## src/rtl/cyber_player.sv

```systemverilog
`default_nettype none
// +--------------------------------------------------------------------------+
// | cyber_player : LFSR-driven computer opponent emitting 1-cycle presses     |
// | Option macro : CYBER_DIV_BYPASS_EN (tick on every enabled cycle)          |
// | Revision     : 1.0                                                        |
// +--------------------------------------------------------------------------+
module cyber_player #(
  parameter int         DIV_W   = 15,
  parameter int         HOLDOFF = 2,
  parameter logic [9:0] SEED    = 10'h001
) (
  input  logic       clk,
  input  logic       rst,
  input  logic       en,
  input  logic [8:0] level,
  output logic       p,
  output logic [9:0] lfsr_q
);

  localparam int                c_HOLD_W   = (HOLDOFF < 1) ? 1 : $clog2(HOLDOFF + 1);
  localparam logic [c_HOLD_W-1:0] c_HOLD_INIT = c_HOLD_W'(HOLDOFF);
  localparam logic [c_HOLD_W-1:0] c_HOLD_ONE  = c_HOLD_W'(1);
  localparam logic              c_USE_HOLD = (HOLDOFF > 0);

  typedef enum logic [0:0] {
    S_ARMED = 1'b0,
    S_HOLD  = 1'b1
  } state_t;

  state_t              r_state;
  state_t              w_state_nxt;
  logic [c_HOLD_W-1:0] r_hold_cnt;
  logic [c_HOLD_W-1:0] w_hold_nxt;
  logic [9:0]          r_lfsr;
  logic [9:0]          w_lfsr_nxt;
  logic                r_p;
  logic                w_fire;
  logic                w_hit;
  logic                w_tick;

`ifdef CYBER_DIV_BYPASS_EN
  assign w_tick = en;
`else
  logic [DIV_W-1:0] r_div_cnt;

  always_ff @(posedge clk or posedge rst) begin
    if (rst) begin
      r_div_cnt <= '0;
    end else if (en) begin
      r_div_cnt <= r_div_cnt + 1'b1;
    end
  end

  assign w_tick = en & (&r_div_cnt);
`endif

  // XNOR taps: all-ones is the lock-up state, never reached from a legal seed
  assign w_lfsr_nxt = {r_lfsr[8:0], ~(r_lfsr[9] ^ r_lfsr[6])};
  assign w_hit      = ({1'b0, level} > r_lfsr);

  always_ff @(posedge clk or posedge rst) begin
    if (rst) begin
      r_state    <= S_ARMED;
      r_hold_cnt <= '0;
      r_lfsr     <= SEED;
      r_p        <= 1'b0;
    end else begin
      r_state    <= w_state_nxt;
      r_hold_cnt <= w_hold_nxt;
      r_p        <= w_fire;
      if (w_tick) begin
        r_lfsr <= w_lfsr_nxt;
      end
    end
  end

  always_comb begin
    w_state_nxt = r_state;
    w_hold_nxt  = r_hold_cnt;
    w_fire      = 1'b0;
    if (w_tick) begin
      case (r_state)
        S_ARMED: begin
          if (w_hit) begin
            w_fire = 1'b1;
            if (c_USE_HOLD) begin
              w_state_nxt = S_HOLD;
              w_hold_nxt  = c_HOLD_INIT;
            end
          end
        end
        S_HOLD: begin
          w_hold_nxt = r_hold_cnt - 1'b1;
          if (r_hold_cnt == c_HOLD_ONE) begin
            w_state_nxt = S_ARMED;
          end
        end
        default: begin
          w_state_nxt = S_ARMED;
        end
      endcase
    end
  end

  assign p      = r_p;
  assign lfsr_q = r_lfsr;

endmodule
`default_nettype wire

```

## config.mk

```make
export PLATFORM = sky130hd
export DESIGN_NAME = cyber_player
export DESIGN_NICKNAME = d
export VERILOG_FILES = /design/src/rtl/cyber_player.sv
export SDC_FILE = /design/constraint.sdc
export NUM_CORES = 1
export LEC_CHECK = 0
export CORE_MARGIN = 4
export CORE_UTILIZATION = 53
export CTS_CLUSTER_SIZE = 10
export DETAILED_ROUTE_END_ITERATION = 8
export HOLD_SLACK_MARGIN = 0.06
export PLACE_DENSITY = 0.78
export SLEW_MARGIN = 20
export SYNTH_ARGS = -nofsm -noshare
export SYNTH_HDL_FRONTEND = slang
export SYNTH_SLANG_ARGS = --single-unit
```

## constraint.sdc

```tcl
create_clock -name clk -period 2.5 [get_ports clk]
set_clock_uncertainty 0.2 [all_clocks]
set_input_delay 0.375 -clock clk [delete_from_list [all_inputs] [get_ports clk]]
set_output_delay 0.375 -clock clk [all_outputs]
set_load 0.005 [all_outputs]
```

## Word-level counts from Yosys, hierarchy flattened

Cells that the tools add are included.
Widths: inputs -> output; s select.

- Bits in latches: 0
- Memory bits (writable): 0
- Bits in read-only memories: 0
- Input bits: 12
- Output and inout bits: 11
- Logic and storage cells: 23
- Bits in registers: 29
- Memories: 0

- Magnitude comparators: 1
- Bitwise logic cells: 4
- Reductions and logical operators: 2
- Muxes and demuxes: 7
- Shifts and indexed selects: 0
- Multipliers: 0
- $add $sub $neg: 2
- Divide/modulo/power cells: 0
- Eq/ne operators: 2

Operator list:

| cell | number |
|---|---|
| $add 15x1->15 const B | 1 |
| $reduce_and 15->1 | 1 |
| $gt 9x10->1 | 1 |
| $mux 1 | 4 |
| $pmux 2 s2 | 1 |
| $eq 2x1->1 const B | 1 |
| $mux 2 | 1 |
| $ne 2x2->1 const B | 1 |
| $not 1->1 | 2 |
| $pmux 1 s2 | 1 |
| $reduce_and 2->1 | 1 |
| $sub 2x1->2 const B | 1 |
| $and 1x1->1 | 1 |
| $xor 1x1->1 | 1 |

## Depth between registers and ports, before layout

Gate-level depths: netlist of run 1.

- Word-level depth: 4
- Depth in mapped cells: 7
- Mapped depth without buffers: 7

## Worst setup path before layout of run 1

No wires, ideal clock.

- Kind: register to register
- Start point: register r_lfsr[6], in the netlist lfsr_q[6]
- End point: register r_hold_cnt[0]
- Setup time: 0.120 ns
- Required time: 2.180 ns
- Arrival: 1.745 ns
- Cell stages (with the launch flop): 8
- Clock period less this slack: 2.065 ns
- Setup slack: 0.435 ns
- Buffers on the path: 0
- Path through: dfrtp_1 -> inv_1 -> ha_1 -> o21ai_0 -> a21oi_1 -> o32ai_1 -> or3b_2 -> a31o_2

- Cells in the longest elaborated chain, start to end: 3

Ends and longest elaborated chain:

| what | RTL line | text |
|---|---|---|
| start: declaration | 34 | `logic [9:0] r_lfsr;` |
| start signal: assignment | 72 | `r_lfsr <= w_lfsr_nxt;` |
| $gt 9x10->1 | 59 | `assign w_hit = ({1'b0, level} > r_lfsr);` |
| $ne 2x2->1 (no line) | - |  |
| $reduce_and 2->1 (no line) | - |  |
| end signal: assignment | 69 | `r_hold_cnt <= w_hold_nxt;` |
| end: declaration | 32 | `logic [c_HOLD_W-1:0] r_hold_cnt;` |

Every way passes these cells.
A chain may end at the register's enable or synchronous reset.

## Worst setup path in the final report of run 1

- Start point: register r_lfsr[5], in the netlist lfsr_q[5]
- End point: register r_hold_cnt[0]

Same word-level chain as after synthesis.

==> run metrics, run 1 <==
CP max FO 3; total gr overflow 0; register area share after synthesis 0.452; CTS sink count 29; max-slew violation count 0; final core utilization 0.659; register bit total from synthesis 29; Reg power frac 0.569; Mapped Cells roughly 150; fraction of registers with async set/reset 1.00; Setup TNS 0 ps; filler-free cell count of the finished design about 210; post-CTS resize count 0; initial antenna violation count 0; largest net degree at the start of global routing 30; Pwr per Cell Area around 550 nW/µm²; DR WL/cell about 14 µm; routed vias ~1100; area grow syn2layout 16.0%; max_slew headroom 0.766; Die Area 3980 µm²; Clock Pin Slew Worst Setup and Hold Paths about 90 ps; HP Class primary input to async pin; Sw Pwr between 200 and 300 µW; Clock power frac 0.287; Yosys warnings 0; number of diodes 0; post-synthesis net count 177; Synth Cell Area about 1600 µm²; fin crit period between 2000 and 2500 ps; Lkg Pwr between 0.8 and 0.9 nW; Critical Path Start Type flop; Fmax achieved 0.437 GHz; maximum root-to-sink buffer count 2; DRT Wirelength approximately 2900 µm; final setup vio count 0; Int Power approximately 740 µW; GP Congestion 0.867; number of flops mapped to enable cells by yosys 0; RSZ-0062 raised after global routing false; first-pass GRT wire length between 5000 and 6000 µm; critical path data arrival time 2310 ps; Max VDD drop between 0.5 and 0.6 mV; initial core utilization 0.568; Cell Area, Placed roughly 1800 µm²; period utilisation layout 0.915; root buf cell clkbuf_4; syn_area_per_cell ~10 µm²; setup bufs post-CTS 0; worst reg2reg path depth 7; Crit path required time 2520 ps; CTS tree yes; Die Span X ~63 µm; post-route cell area approximately 1900 µm²; port bufs 22; DR DRC count 0; Core Region 2830 µm²; First-pass DRT Iterations 5; DRT iter0 DRCs 16; vias in the first global route ~1200; Synth Flop Type dfrtp_1; actual slew at the worst max-slew pin about 350 ps; status complete, no violations; Final Hold Violating Endpoints 0; max-cap violations 0; Sw Share 0.273; count of hold-fix buffers inserted at cts 0; critical path class flop to flop; H-Tree Depth 2; Worst setup EP type flop; Chip Height 63.1 µm; Final Power 1.02 mW; # IOs 23; final net count 200; HPWL Detailed roughly 2200 µm; placed cell count around 200; worst skew pair latency about 330 ps; number of CTS-inserted buffers 5; All-Layer GR Usage 0.170; ratio of cells with drive above 1 in the final layout 0.174; vias per inst about 5.3; row count 19; DRT antenna net count 0; Distinct cells, synth 34; combinational power share 0.144
==> flip-flops by register name, summed over array words and instances (netlist names) <==
register    count
r_state         1
r_hold_cnt      2
p               1
lfsr_q         10
r_div_cnt      15
==> through the flow <==
step                hold slack [ps]  worst slack [ps]
floorplan                       246               435
global placement                262              10.6
detailed placement              277              -134
CTS                             208               192
global route                    242              66.8
finish                          201               212
==> worst paths after layout <==
kind	start	to	slack, ps
min reg2reg	lfsr_q[0]	lfsr_q[0]	290
max reg2reg	lfsr_q[5]	r_hold_cnt[0]	210
min in group clk	lfsr_q[0]	lfsr_q[0]	290
max	lfsr_q[5]	r_hold_cnt[0]	210
max in group asynchronous	rst	lfsr_q[0]	1590
min	rst	r_div_cnt[14]	200
==> placed cells by master (no fill, tap or decap), types with 2 or more instances in the layout <==
| cell | Yosys | final |
|---|---|---|
| nand3_1 | 3 | 3 |
| mux2_2 | 2 | 2 |
| nor2_1 | 7 | 7 |
| o21ai_2 | 9 | 9 |
| buf_4 | 9 | 5 |
| ha_1 | 11 | 11 |
| clkbuf_4 | 0 | 5 |
| nand2_2 | 2 | 2 |
| inv_1 | 15 | 15 |
| and4_1 | 2 | 2 |
| nand2_1 | 20 | 20 |
| o21ai_0 | 3 | 3 |
| nand4_1 | 6 | 6 |
| a21oi_1 | 4 | 4 |
| xnor2_1 | 7 | 7 |
| clkdlybuf4s50_1 | 0 | 22 |
| dfrtp_1 | 28 | 28 |
| clkbuf_1 | 0 | 2 |
| xor2_1 | 8 | 8 |
==> metal layers <==
layer  GRT usage  wire length (µm)
met5           0                 0
met4      0.0689                51
met3      0.0764               168
met2       0.289              1490
met1       0.183              1170
==> cells in the mapped netlist (2+ instances only) <==
| cell type | number | share of area |
|---|---|---|
| a21oi_1 | 4 | 0.012 |
| and4_1 | 2 | 0.011 |
| buf_4 | 9 | 0.042 |
| dfrtp_1 | 28 | 0.44 |
| ha_1 | 11 | 0.086 |
| inv_1 | 15 | 0.035 |
| mux2_2 | 2 | 0.014 |
| nand2_1 | 20 | 0.047 |
| nand2_2 | 2 | 0.0078 |
| nand3_1 | 3 | 0.0093 |
| nand4_1 | 6 | 0.023 |
| nor2_1 | 7 | 0.016 |
| o21ai_0 | 3 | 0.0093 |
| o21ai_2 | 9 | 0.049 |
| xnor2_1 | 7 | 0.038 |
| xor2_1 | 8 | 0.044 |
==> cells by family (layout without fill, tap and decap cells) <==
family / Yosys count / in the layout / synth area share
adders and majority gates: 11 / 11 / 0.0856
DFF: 29 / 29 / 0.452
xor gates and xnor gates: 15 / 15 / 0.0817
and+or+nand+nor: 49 / 49 / 0.167
muxes: 2 / 2 / 0.0140
AOI/OAI and AO/OA: 22 / 22 / 0.103
buffers and inverters: 26 / 50 / 0.0965
==> cell type report <==
type                       instances  area [µm²]
clock buffer                       8        58.8
multi-input combinational         99         726
sequential                        29         727
timing repair buffer              27         258
inverter                          15        56.3
tap                               31        38.8
fill                             244         965
==> worst max-delay path: stages, from the launching register on <==
cell and delay [ps]:
dfrtp_1 380, inv_1 90, ha_1 320, nand4_1 120, a21oi_1 180, o32ai_1 120, or3b_2 500, a31o_2 260
==> power by group through the flow <==
stage                     Combinational [mW]  Sequential, mW  Clock, mW
after floorplan                        0.104           0.577          0
after global placement                 0.140           0.587          0
after detailed placement               0.150           0.590          0
after CTS                              0.151           0.581      0.308
after global routing                   0.168           0.591      0.332
final                                  0.147           0.581      0.293
(Power assumes the default switching activity.)
==> inputs of run 2 (changes only) <==
--- a/config.mk
+++ b/config.mk
@@ -5,8 +5,10 @@
 export SDC_FILE = /design/constraint.sdc
 export NUM_CORES = 1
 export LEC_CHECK = 0
+export CAP_MARGIN = 20
 export CORE_MARGIN = 4
 export CORE_UTILIZATION = 53
+export CTS_CLUSTER_DIAMETER = 50
 export CTS_CLUSTER_SIZE = 10
 export DETAILED_ROUTE_END_ITERATION = 8
 export HOLD_SLACK_MARGIN = 0.06
==> results of run 2 <==
Final layout, timing and power as in run 1 (identical DEF).
